File: config.mk
export PLATFORM = sky130hd
export DESIGN_NAME = wrapper_vga_timing
export DESIGN_NICKNAME = d
export VERILOG_FILES = /design/src/rtl/vga_timing_pkg.sv /design/src/rtl/clk_en_div.sv /design/src/rtl/wrapper_vga_timing.sv
export SDC_FILE = /design/constraint.sdc
export NUM_CORES = 1
export LEC_CHECK = 0
export CELL_PAD_IN_SITES_DETAIL_PLACEMENT = 1
export CELL_PAD_IN_SITES_GLOBAL_PLACEMENT = 1
export CORE_MARGIN = 5
export CORE_UTILIZATION = 51
export DETAILED_ROUTE_END_ITERATION = 7
export DONT_BUFFER_PORTS = 1
export HOLD_SLACK_MARGIN = 0.06
export PLACE_DENSITY_LB_ADDON = 0.1
export SLEW_MARGIN = 40
export SYNTH_ARGS = -nofsm -noshare
export SYNTH_HDL_FRONTEND = slang
export SYNTH_SLANG_ARGS = --single-unit
File: constraint.sdc
create_clock -name clk -period 5.2 [get_ports clk]
set_input_delay 1.04 -clock clk [delete_from_list [all_inputs] [get_ports clk]]
set_output_delay 1.04 -clock clk [all_outputs]
set_load 0.02 [all_outputs]
File: src/rtl/vga_timing_pkg.sv
// Shared VGA timing defaults (640x480@60 with a 2:1 clock enable) and a width helper.
package vga_timing_pkg;

  localparam int DEF_CLK_DIV   = 2;
  localparam int DEF_H_DISPLAY = 640;
  localparam int DEF_H_FRONT   = 16;
  localparam int DEF_H_SYNC    = 96;
  localparam int DEF_H_BACK    = 48;
  localparam int DEF_V_DISPLAY = 480;
  localparam int DEF_V_FRONT   = 10;
  localparam int DEF_V_SYNC    = 2;
  localparam int DEF_V_BACK    = 33;
  localparam bit DEF_HSYNC_POL = 1'b0;
  localparam bit DEF_VSYNC_POL = 1'b0;

  // Bits needed to hold 0..n-1; never less than one so a 1-state counter is still legal.
  function automatic int width_of(input int n);
    return (n <= 1) ? 1 : $clog2(n);
  endfunction

endpackage

File: src/rtl/clk_en_div.sv
// Integer clock-enable divider: en is high one clk cycle out of every DIV.
module clk_en_div
  import vga_timing_pkg::*;
#(
  parameter int DIV = 2
) (
  input  logic clk,
  input  logic reset,
  output logic en
);

  localparam int CW = width_of(DIV);
  localparam logic [CW-1:0] LAST = CW'(DIV - 1);

  logic [CW-1:0] cnt_q, cnt_d;

  // Wrap at DIV-1; with DIV=1 the counter sits at 0 and en is constant 1.
  always_comb begin
    cnt_d = cnt_q;
    if (cnt_q == LAST) cnt_d = '0;
    else               cnt_d = cnt_q + 1'b1;
  end

  // Divider state, cleared by the asynchronous active-low reset.
  always_ff @(posedge clk or negedge reset) begin
    if (!reset) cnt_q <= '0;
    else        cnt_q <= cnt_d;
  end

  assign en = (cnt_q == LAST);

endmodule

File: src/rtl/wrapper_vga_timing.sv
// VGA timing front-end: pixel enable, position counters and registered sync/strobe decode.
module wrapper_vga_timing
  import vga_timing_pkg::*;
#(
  parameter int CLK_DIV   = DEF_CLK_DIV,
  parameter int H_DISPLAY = DEF_H_DISPLAY,
  parameter int H_FRONT   = DEF_H_FRONT,
  parameter int H_SYNC    = DEF_H_SYNC,
  parameter int H_BACK    = DEF_H_BACK,
  parameter int V_DISPLAY = DEF_V_DISPLAY,
  parameter int V_FRONT   = DEF_V_FRONT,
  parameter int V_SYNC    = DEF_V_SYNC,
  parameter int V_BACK    = DEF_V_BACK,
  parameter bit HSYNC_POL = DEF_HSYNC_POL,
  parameter bit VSYNC_POL = DEF_VSYNC_POL,
  localparam int H_TOTAL  = H_DISPLAY + H_FRONT + H_SYNC + H_BACK,
  localparam int V_TOTAL  = V_DISPLAY + V_FRONT + V_SYNC + V_BACK,
  localparam int HW       = $clog2(H_TOTAL),
  localparam int VW       = $clog2(V_TOTAL)
) (
  input  logic          clk,
  input  logic          reset,
  output logic          pix_en,
  output logic [HW-1:0] hpos,
  output logic [VW-1:0] vpos,
  output logic          display_on,
  output logic          hsync,
  output logic          vsync,
  output logic          line_start,
  output logic          frame_start
);

  if (CLK_DIV < 1) begin : g_bad_clk_div
    $error("wrapper_vga_timing: CLK_DIV must be >= 1");
  end
  if (H_SYNC < 1) begin : g_bad_h_sync
    $error("wrapper_vga_timing: H_SYNC must be >= 1");
  end
  if (V_SYNC < 1) begin : g_bad_v_sync
    $error("wrapper_vga_timing: V_SYNC must be >= 1");
  end
  if (H_BACK < 1) begin : g_bad_h_back
    $error("wrapper_vga_timing: H_BACK must be >= 1");
  end
  if (V_BACK < 1) begin : g_bad_v_back
    $error("wrapper_vga_timing: V_BACK must be >= 1");
  end

  localparam logic [HW-1:0] H_LAST       = HW'(H_TOTAL - 1);
  localparam logic [HW-1:0] H_DISP_END   = HW'(H_DISPLAY);
  localparam logic [HW-1:0] H_SYNC_START = HW'(H_DISPLAY + H_FRONT);
  localparam logic [HW-1:0] H_SYNC_END   = HW'(H_DISPLAY + H_FRONT + H_SYNC);
  localparam logic [VW-1:0] V_LAST       = VW'(V_TOTAL - 1);
  localparam logic [VW-1:0] V_DISP_END   = VW'(V_DISPLAY);
  localparam logic [VW-1:0] V_SYNC_START = VW'(V_DISPLAY + V_FRONT);
  localparam logic [VW-1:0] V_SYNC_END   = VW'(V_DISPLAY + V_FRONT + V_SYNC);

  logic          pix_en_w;
  logic [HW-1:0] hpos_q, hpos_d;
  logic [VW-1:0] vpos_q, vpos_d;
  logic          display_on_q, display_on_d;
  logic          hsync_q, hsync_d;
  logic          vsync_q, vsync_d;
  logic          line_start_q, line_start_d;
  logic          frame_start_q, frame_start_d;

  clk_en_div #(
    .DIV (CLK_DIV)
  ) u_clk_en_div (
    .clk   (clk),
    .reset (reset),
    .en    (pix_en_w)
  );

  // Advance the raster position on each pixel enable, wrapping column then line.
  always_comb begin
    hpos_d = hpos_q;
    vpos_d = vpos_q;
    if (pix_en_w) begin
      if (hpos_q == H_LAST) begin
        hpos_d = '0;
        if (vpos_q == V_LAST) vpos_d = '0;
        else                  vpos_d = vpos_q + 1'b1;
      end else begin
        hpos_d = hpos_q + 1'b1;
      end
    end
  end

  // Decode from the next-state position so registered flags line up with hpos/vpos.
  always_comb begin
    display_on_d  = (hpos_d < H_DISP_END) && (vpos_d < V_DISP_END);
    hsync_d       = ((hpos_d >= H_SYNC_START) && (hpos_d < H_SYNC_END)) ? HSYNC_POL : ~HSYNC_POL;
    vsync_d       = ((vpos_d >= V_SYNC_START) && (vpos_d < V_SYNC_END)) ? VSYNC_POL : ~VSYNC_POL;
    // Strobes only fire on the step into column 0, so they stay one clk wide for any divider.
    line_start_d  = pix_en_w && (hpos_d == '0);
    frame_start_d = pix_en_w && (hpos_d == '0) && (vpos_d == '0);
  end

  // Position and output registers; reset parks in both back porches.
  always_ff @(posedge clk or negedge reset) begin
    if (!reset) begin
      hpos_q        <= H_LAST;
      vpos_q        <= V_LAST;
      display_on_q  <= 1'b0;
      hsync_q       <= ~HSYNC_POL;
      vsync_q       <= ~VSYNC_POL;
      line_start_q  <= 1'b0;
      frame_start_q <= 1'b0;
    end else begin
      hpos_q        <= hpos_d;
      vpos_q        <= vpos_d;
      display_on_q  <= display_on_d;
      hsync_q       <= hsync_d;
      vsync_q       <= vsync_d;
      line_start_q  <= line_start_d;
      frame_start_q <= frame_start_d;
    end
  end

  assign pix_en      = pix_en_w;
  assign hpos        = hpos_q;
  assign vpos        = vpos_q;
  assign display_on  = display_on_q;
  assign hsync       = hsync_q;
  assign vsync       = vsync_q;
  assign line_start  = line_start_q;
  assign frame_start = frame_start_q;

endmodule

==> impl_metrics.toml, run 1 <==
[die]
fp.dieW_um = 66.82
die-area_um2 = 4465
top_level_ports = 28
core_area_um2 = 3078
rows = 20
initial_core_util_pct = 53.50
fp.dieH_um = 66.82

[synth]
yosysUniqueCellTypes = 48
synth_compound_area_share_pct = 12.46
synth-simple-area-share_pct = 28.50
synth_fp_nets = 180
synth-edff-count = 0
synth_xor_area_share_pct = 7.371
async_flop_share_pct = 100.0
avgSynthCellArea_um2 = 9.409
ys_warn_count = 0
synthFlopType = "dfrtp_1"
synth_seq_area_share_pct = 40.43
ys_ff_latch = 26
netlist_area_um2 = 1647
syn-instance-count = 175
synthAdderAreaFrac_pct = 2.280
synth_top_family_by_area = "simple AND/OR/NAND/NOR gates"
muxShareOfSynthArea_pct = 2.508

[route]
vias_per_cell = 6.123
vias = 1292
remaining_drc_errors = 0
drt_iter0_drc = 54
final_antenna_net_count = 0
drt_wl_total_mm = 3.869
wl_per_cell_um = 18.34
dr.pass1.iters = 4

[place]
dp_slack_ns = 2.609
numPortBuffers = 0
dp.cells = 207
gp_congestion = 0.8655
dp_hpwl_mm = 2.990

[timing]
clock_skew_ns = 0.004779
rsz0062_at_grt = "false"
holdWs_ns = 0.3820
slew_headroom_pct = 59.00
tightestPinTransition_ns = 0.6103
fin_ws_ns = 2.591
max_freq_ghz = 0.3833
finalCriticalPeriod_ns = 2.609
hold_viol = 0
setup_viol_count_final = 0
setup_tns_ns = 0
drv_slew = 0
fin_crit_sh_pct = 50.17

[global_route]
grt-ovfl-total = 0
grt_usage_pct = 20.22
grt_pass1_vias = 1373
grt_antenna_before_repair = 0
grt_pass1_wl_mm = 6.893
grt_max_degree = 27

[clock_tree]
cts_tree = "yes"
post_cts.repair.setup_buffers = 0
cts.sinks = 26
cts-root-buf = "clkbuf_4"
cts_hold_buf = 0
clock_latency_ns = 0.33
numCtsBuffers = 3
cts.clk_slew.worst_paths_ns = 0.14
clock_path_buffers = 2
h-tree-depth = 1
cts_resized = 0

[setup_path]
cp_data_required_time_ns = 5.48
cp.arrival_ns = 2.89
critical_path.max_fanout = 8
cp-start-kind = "flop"
rrSetupSlack_ns = 2.59
criticalPathCategory = "reg2reg"
end_kind = "flop"

[flow_run]
maxCapViolCount = 0

[pwr]
p_leak_nw = 0.6407
ir_drop_mv = 0.08869
p_per_area_nw_per_um2 = 177.9

[finish]
area_growth_pct = 0.5321
nFillCells = 382
final_core_util_pct = 53.78
antenna_cells = 0
layout.nets = 173
final_cells = 211
drive_above_1_share_pct = 16.17

[worst_hold_path]
hp-class = "in2async"

[outcome]
status = "complete, no violations"
[metal layers]
metal	track usage [%]	share of wire [%]	routed length, µm
met4	4.569	1.0	40
met2	30.94	44	1709
met5	0	0	0
met1	29.25	49	1913
met3	4.047	5.3	205
[final cells by class]
class | instances | area, µm² | area share, %
multi-input combinational | 128 | 874.6 | 52.83
sequential | 26 | 665.6 | 40.21
tap | 44 | 55.05 | 3.326
inverter | 9 | 33.78 | 2.041
clock buffer | 4 | 26.28 | 1.587
[synthesized netlist by cell type (all sizes together), types with 3 or more instances]
library cell	number	area, µm²
a211oi	3	22.52
a21oi	6	33.78
a31oi	3	18.77
and2	3	18.77
and3	4	25.02
and4	4	37.54
buf	9	61.30
clkbuf	3	11.26
dfrtp	14	350.3
dfstp	12	315.3
ha	3	37.54
inv	9	33.78
mux2i	3	30.03
nand2	15	56.30
nand3	7	35.03
nand4	11	87.59
nor2	13	51.30
nor3	6	30.03
o21ai	8	40.03
or3	3	18.77
xnor2	9	78.83
xor2	4	42.55
[final timing paths]
path | start | endpoint | cells past startpoint
max reg2reg | hpos[0]$_DFF_PN1_ | frame_start$_DFF_PN0_ | 7
max in group asynchronous | reset | hpos[2]$_DFF_PN1_ | 0
min reg2reg | vpos[2]$_DFF_PN1_ | vpos[2]$_DFF_PN1_ | 2
max | hpos[0]$_DFF_PN1_ | frame_start$_DFF_PN0_ | 7
min | reset | display_on$_DFF_PN0_ | 0
min in group clk | vpos[2]$_DFF_PN1_ | vpos[2]$_DFF_PN1_ | 2
[stage by stage]
step	total power, W	cell area, µm²
after floorplan	0.0002062	1647
after global placement	0.0002062	1629
after detailed placement	0.0002062	1629
after CTS	0.0002972	1655
after global routing	0.0003071	1655
final	0.0002945	1655
[state kept, by name, indices dropped and copies added, names as in the netlist]
name             flops
vpos                10
display_on           1
u_clk_en_div.en      1
hsync                1
frame_start          1
line_start           1
vsync                1
hpos                10
[cell families (layout without fill, tap and decap cells)]
logic type,after synthesis,after routing
simple gates,79,79
compound gates,29,29
flops,26,26
buf+inv,21,13
xor+xnor,13,13
mux,4,4
fa+ha+maj,3,3
[power by group]
part / internal, W / switching [W] / leakage [nW] / total, W
clock network: 0.0000301 / 0.0000616 / 0.0150 / 0.0000916
logic: 0 / 0 / 0.315 / 0.000000000315
registers: 0.000203 / 0 / 0.311 / 0.000203
total: 0.000233 / 0.0000616 / 0.641 / 0.000294
[worst max-delay path, cell delays in order, from the launching register on]
cell and delay [ns]:
dfstp_2 0.69, ha_1 0.33, and4_1 0.29, and4_1 0.36, nand4_1 0.22, mux2i_1 0.18, nor4_1 0.30, and3_1 0.19
[cells in the final DEF, fill, tap and decap left out, types with 5 or more instances in the layout]
cell     synthesis  routed
xnor2_1          9       9
nand4_1          8       8
a21oi_1          5       5
nor3_1           6       6
nand2_1         15      15
dfstp_2         12      12
inv_1            9       9
o21ai_0          7       7
nand3_1          7       7
dfrtp_1         14      14
nor2_1          12      12
(Power assumes the default switching activity.)
==> run 2: changes to the inputs <==
--- a/config.mk
+++ b/config.mk
@@ -8,7 +8,7 @@
 export CELL_PAD_IN_SITES_DETAIL_PLACEMENT = 1
 export CELL_PAD_IN_SITES_GLOBAL_PLACEMENT = 1
 export CORE_MARGIN = 5
-export CORE_UTILIZATION = 51
+export CORE_UTILIZATION = 43
 export DETAILED_ROUTE_END_ITERATION = 7
 export DONT_BUFFER_PORTS = 1
 export HOLD_SLACK_MARGIN = 0.06
==> constraint.sdc (replaced) <==
create_clock -name clk -period 2.4 [get_ports clk]
set_input_delay 0.48 -clock clk [delete_from_list [all_inputs] [get_ports clk]]
set_output_delay 0.48 -clock clk [all_outputs]
set_load 0.02 [all_outputs]
==> run 2 against run 1 <==
Effect of this change: sequential share of layout area decreased by 5.0 points; via count increased by 7.4%; critical path depth unchanged; die area increased by 16%; non-clock buffer count increased by 20; final cell count increased by 11%; clock skew about the same; global-route usage decreased by 1.0 points; count of clock-buffer cells in the layout decreased by 1; largest power group unchanged; highest routed layer unchanged.
==> impl_metrics.toml, run 2 (synthesis results as in run 1) <==
[clock_tree]
post_cts.repair.setup_buffers = 0
cts.clk_slew.worst_paths_ns = 0.10
numCtsBuffers = 3
cts-root-buf = "clkbuf_8"
clock_path_buffers = 2
cts.sinks = 26
cts_tree = "yes"
clock_latency_ns = 0.27
h-tree-depth = 1

[timing]
finalCriticalPeriod_ns = 2.327
hold_viol = 0
drv_slew = 0
max_freq_ghz = 0.4297
setup_tns_ns = 0
tightestPinTransition_ns = 0.4936
fin_crit_sh_pct = 96.96
setup_viol_count_final = 0
slew_headroom_pct = 66.24
clock_skew_ns = 0.004776

[setup_path]
rrSetupSlack_ns = 0.07
cp-start-kind = "flop"
r2r_start = "hpos[1]$_DFF_PN1_"
worstRegToRegCells = 7
cp_slowest_cell = "dfstp_2"
cp.arrival_ns = 2.54
cp_data_required_time_ns = 2.61
cp_top_family = "simple AND/OR/NAND/NOR gates"
end_kind = "flop"
r2r-end = "frame_start$_DFF_PN0_"
criticalPathCategory = "reg2reg"
setup.worst_path.start = "hpos[1]$_DFF_PN1_"
crit_chain = "ha_2 -> nand4_4 -> nor2_4 -> xor2_2 -> or3_1 -> a2111oi_4 -> and3_1"
critical_path.max_fanout = 6
critPathBufInv = 0
max_stage_delay_ns = 0.55
cp-endpoint = "frame_start$_DFF_PN0_"
crit_cells = 7

[route]
dr.pass1.iters = 5
drt_wl_total_mm = 4.594
vias_per_cell = 5.902
final_antenna_net_count = 0
drt_iter0_drc = 64
wl_per_cell_um = 19.55
vias = 1387
remaining_drc_errors = 0

[place]
numPortBuffers = 0
gp_congestion = 0.8537
dp_hpwl_mm = 3.441

[finish]
layout.nets = 193
final_core_util_pct = 51.26
area_growth_pct = 14.82
final_cell_mix = "buf_4, nand2_1, dfrtp_1"
antenna_cells = 0
drive_above_1_share_pct = 25.67
final_common_cell = "buf_4"

[die]
initial_core_util_pct = 44.64
fp.dieW_um = 71.88
top_level_ports = 28
die-area_um2 = 5167
core_area_um2 = 3689
rows = 22
fp.dieH_um = 71.88

[pwr]
p_per_area_nw_per_um2 = 436.4
p_leak_nw = 0.7655
ir_drop_mv = 0.1898

[worst_hold_path]
hp-class = "reg2reg"
hp-start = "hpos[4]$_DFF_PN1_"

[outcome]
status = "complete, no violations"

[global_route]
grt-ovfl-total = 0
grt_max_degree = 27
grt_pass1_wl_mm = 7.769
grt_pass1_vias = 1556
grt_antenna_before_repair = 0
grt_usage_pct = 19.21

[flow_run]
maxCapViolCount = 0
==> run 2: cell types whose count changed in the layout (fill, tap and decap cells not counted), sizes merged <==
cell	before	now
dlygate4sd3	0	1
buf	0	19
bufinv	0	1
clkbuf	4	3
==> run 2: layer usage <==
layer  share of wire, %  track usage (%)  wire, µm
met4                1.2            5.428        55
met3                4.6            4.208       210
met1                 47            24.66      2143
met2                 48            32.35      2184
met5                  0                0         0
==> run 2: where the power goes <==
part	total (W)	leakage, nW	internal (W)	switching, W
Clock	0.000373	0.0357	0.000223	0.000149
Combinational	0.0000134	0.419	0.00000442	0.00000899
Sequential	0.000439	0.311	0.000439	0
==> run 2: area by class of cell <==
cell class	instances	area [µm²]
repair buffers	20	165.2
well taps	48	60.06
fillers	448	1798
inverters	9	33.78
multi-input cells	128	894.6
clock inverters	1	30.03
clock buffers	3	41.29
flip-flops and latches	26	665.6
==> run 2: stage by stage <==
stage / instances / worst slack, ns / instance area (µm²) / power (W) / hold slack [ns]
after floorplan: 175 / 0.09583 / 1647 / 0.0004467 / 0.1844
after global placement: 229 / 0.1158 / 1769 / 0.0004467 / 0.1851
after detailed placement: 229 / -0.04162 / 1769 / 0.0004467 / 0.1851
after CTS: 235 / 0.02482 / 1878 / 0.0008317 / 0.6137
after global routing: 235 / -0.004179 / 1891 / 0.0008562 / 0.6481
final: 235 / 0.07290 / 1891 / 0.0008251 / 0.6107
==> run 2: worst min-delay path by stage <==
stage                                  to  slack, ns  cells after the start
floorplan            display_on$_DFF_PN0_       0.18                      0
global placement        hpos[7]$_DFF_PN0_       0.19                      0
detailed placement  frame_start$_DFF_PN0_       0.19                      0
CTS                     hpos[3]$_DFF_PN1_       0.61                      2
global route            hpos[6]$_DFF_PN0_       0.65                      2
finish                  hpos[4]$_DFF_PN1_       0.61                      1
==> run 2: what timing repair did <==
| action | 4_1_cts | 5_1_grt |
|---|---|---|
| hold endpoints to repair | 26 | 0 |
| hold buffers | 2 | 0 |
| setup endpoints to repair | 1 | 1 |
| gates resized for setup | 2 | 2 |
| pin swaps | 0 | 2 |
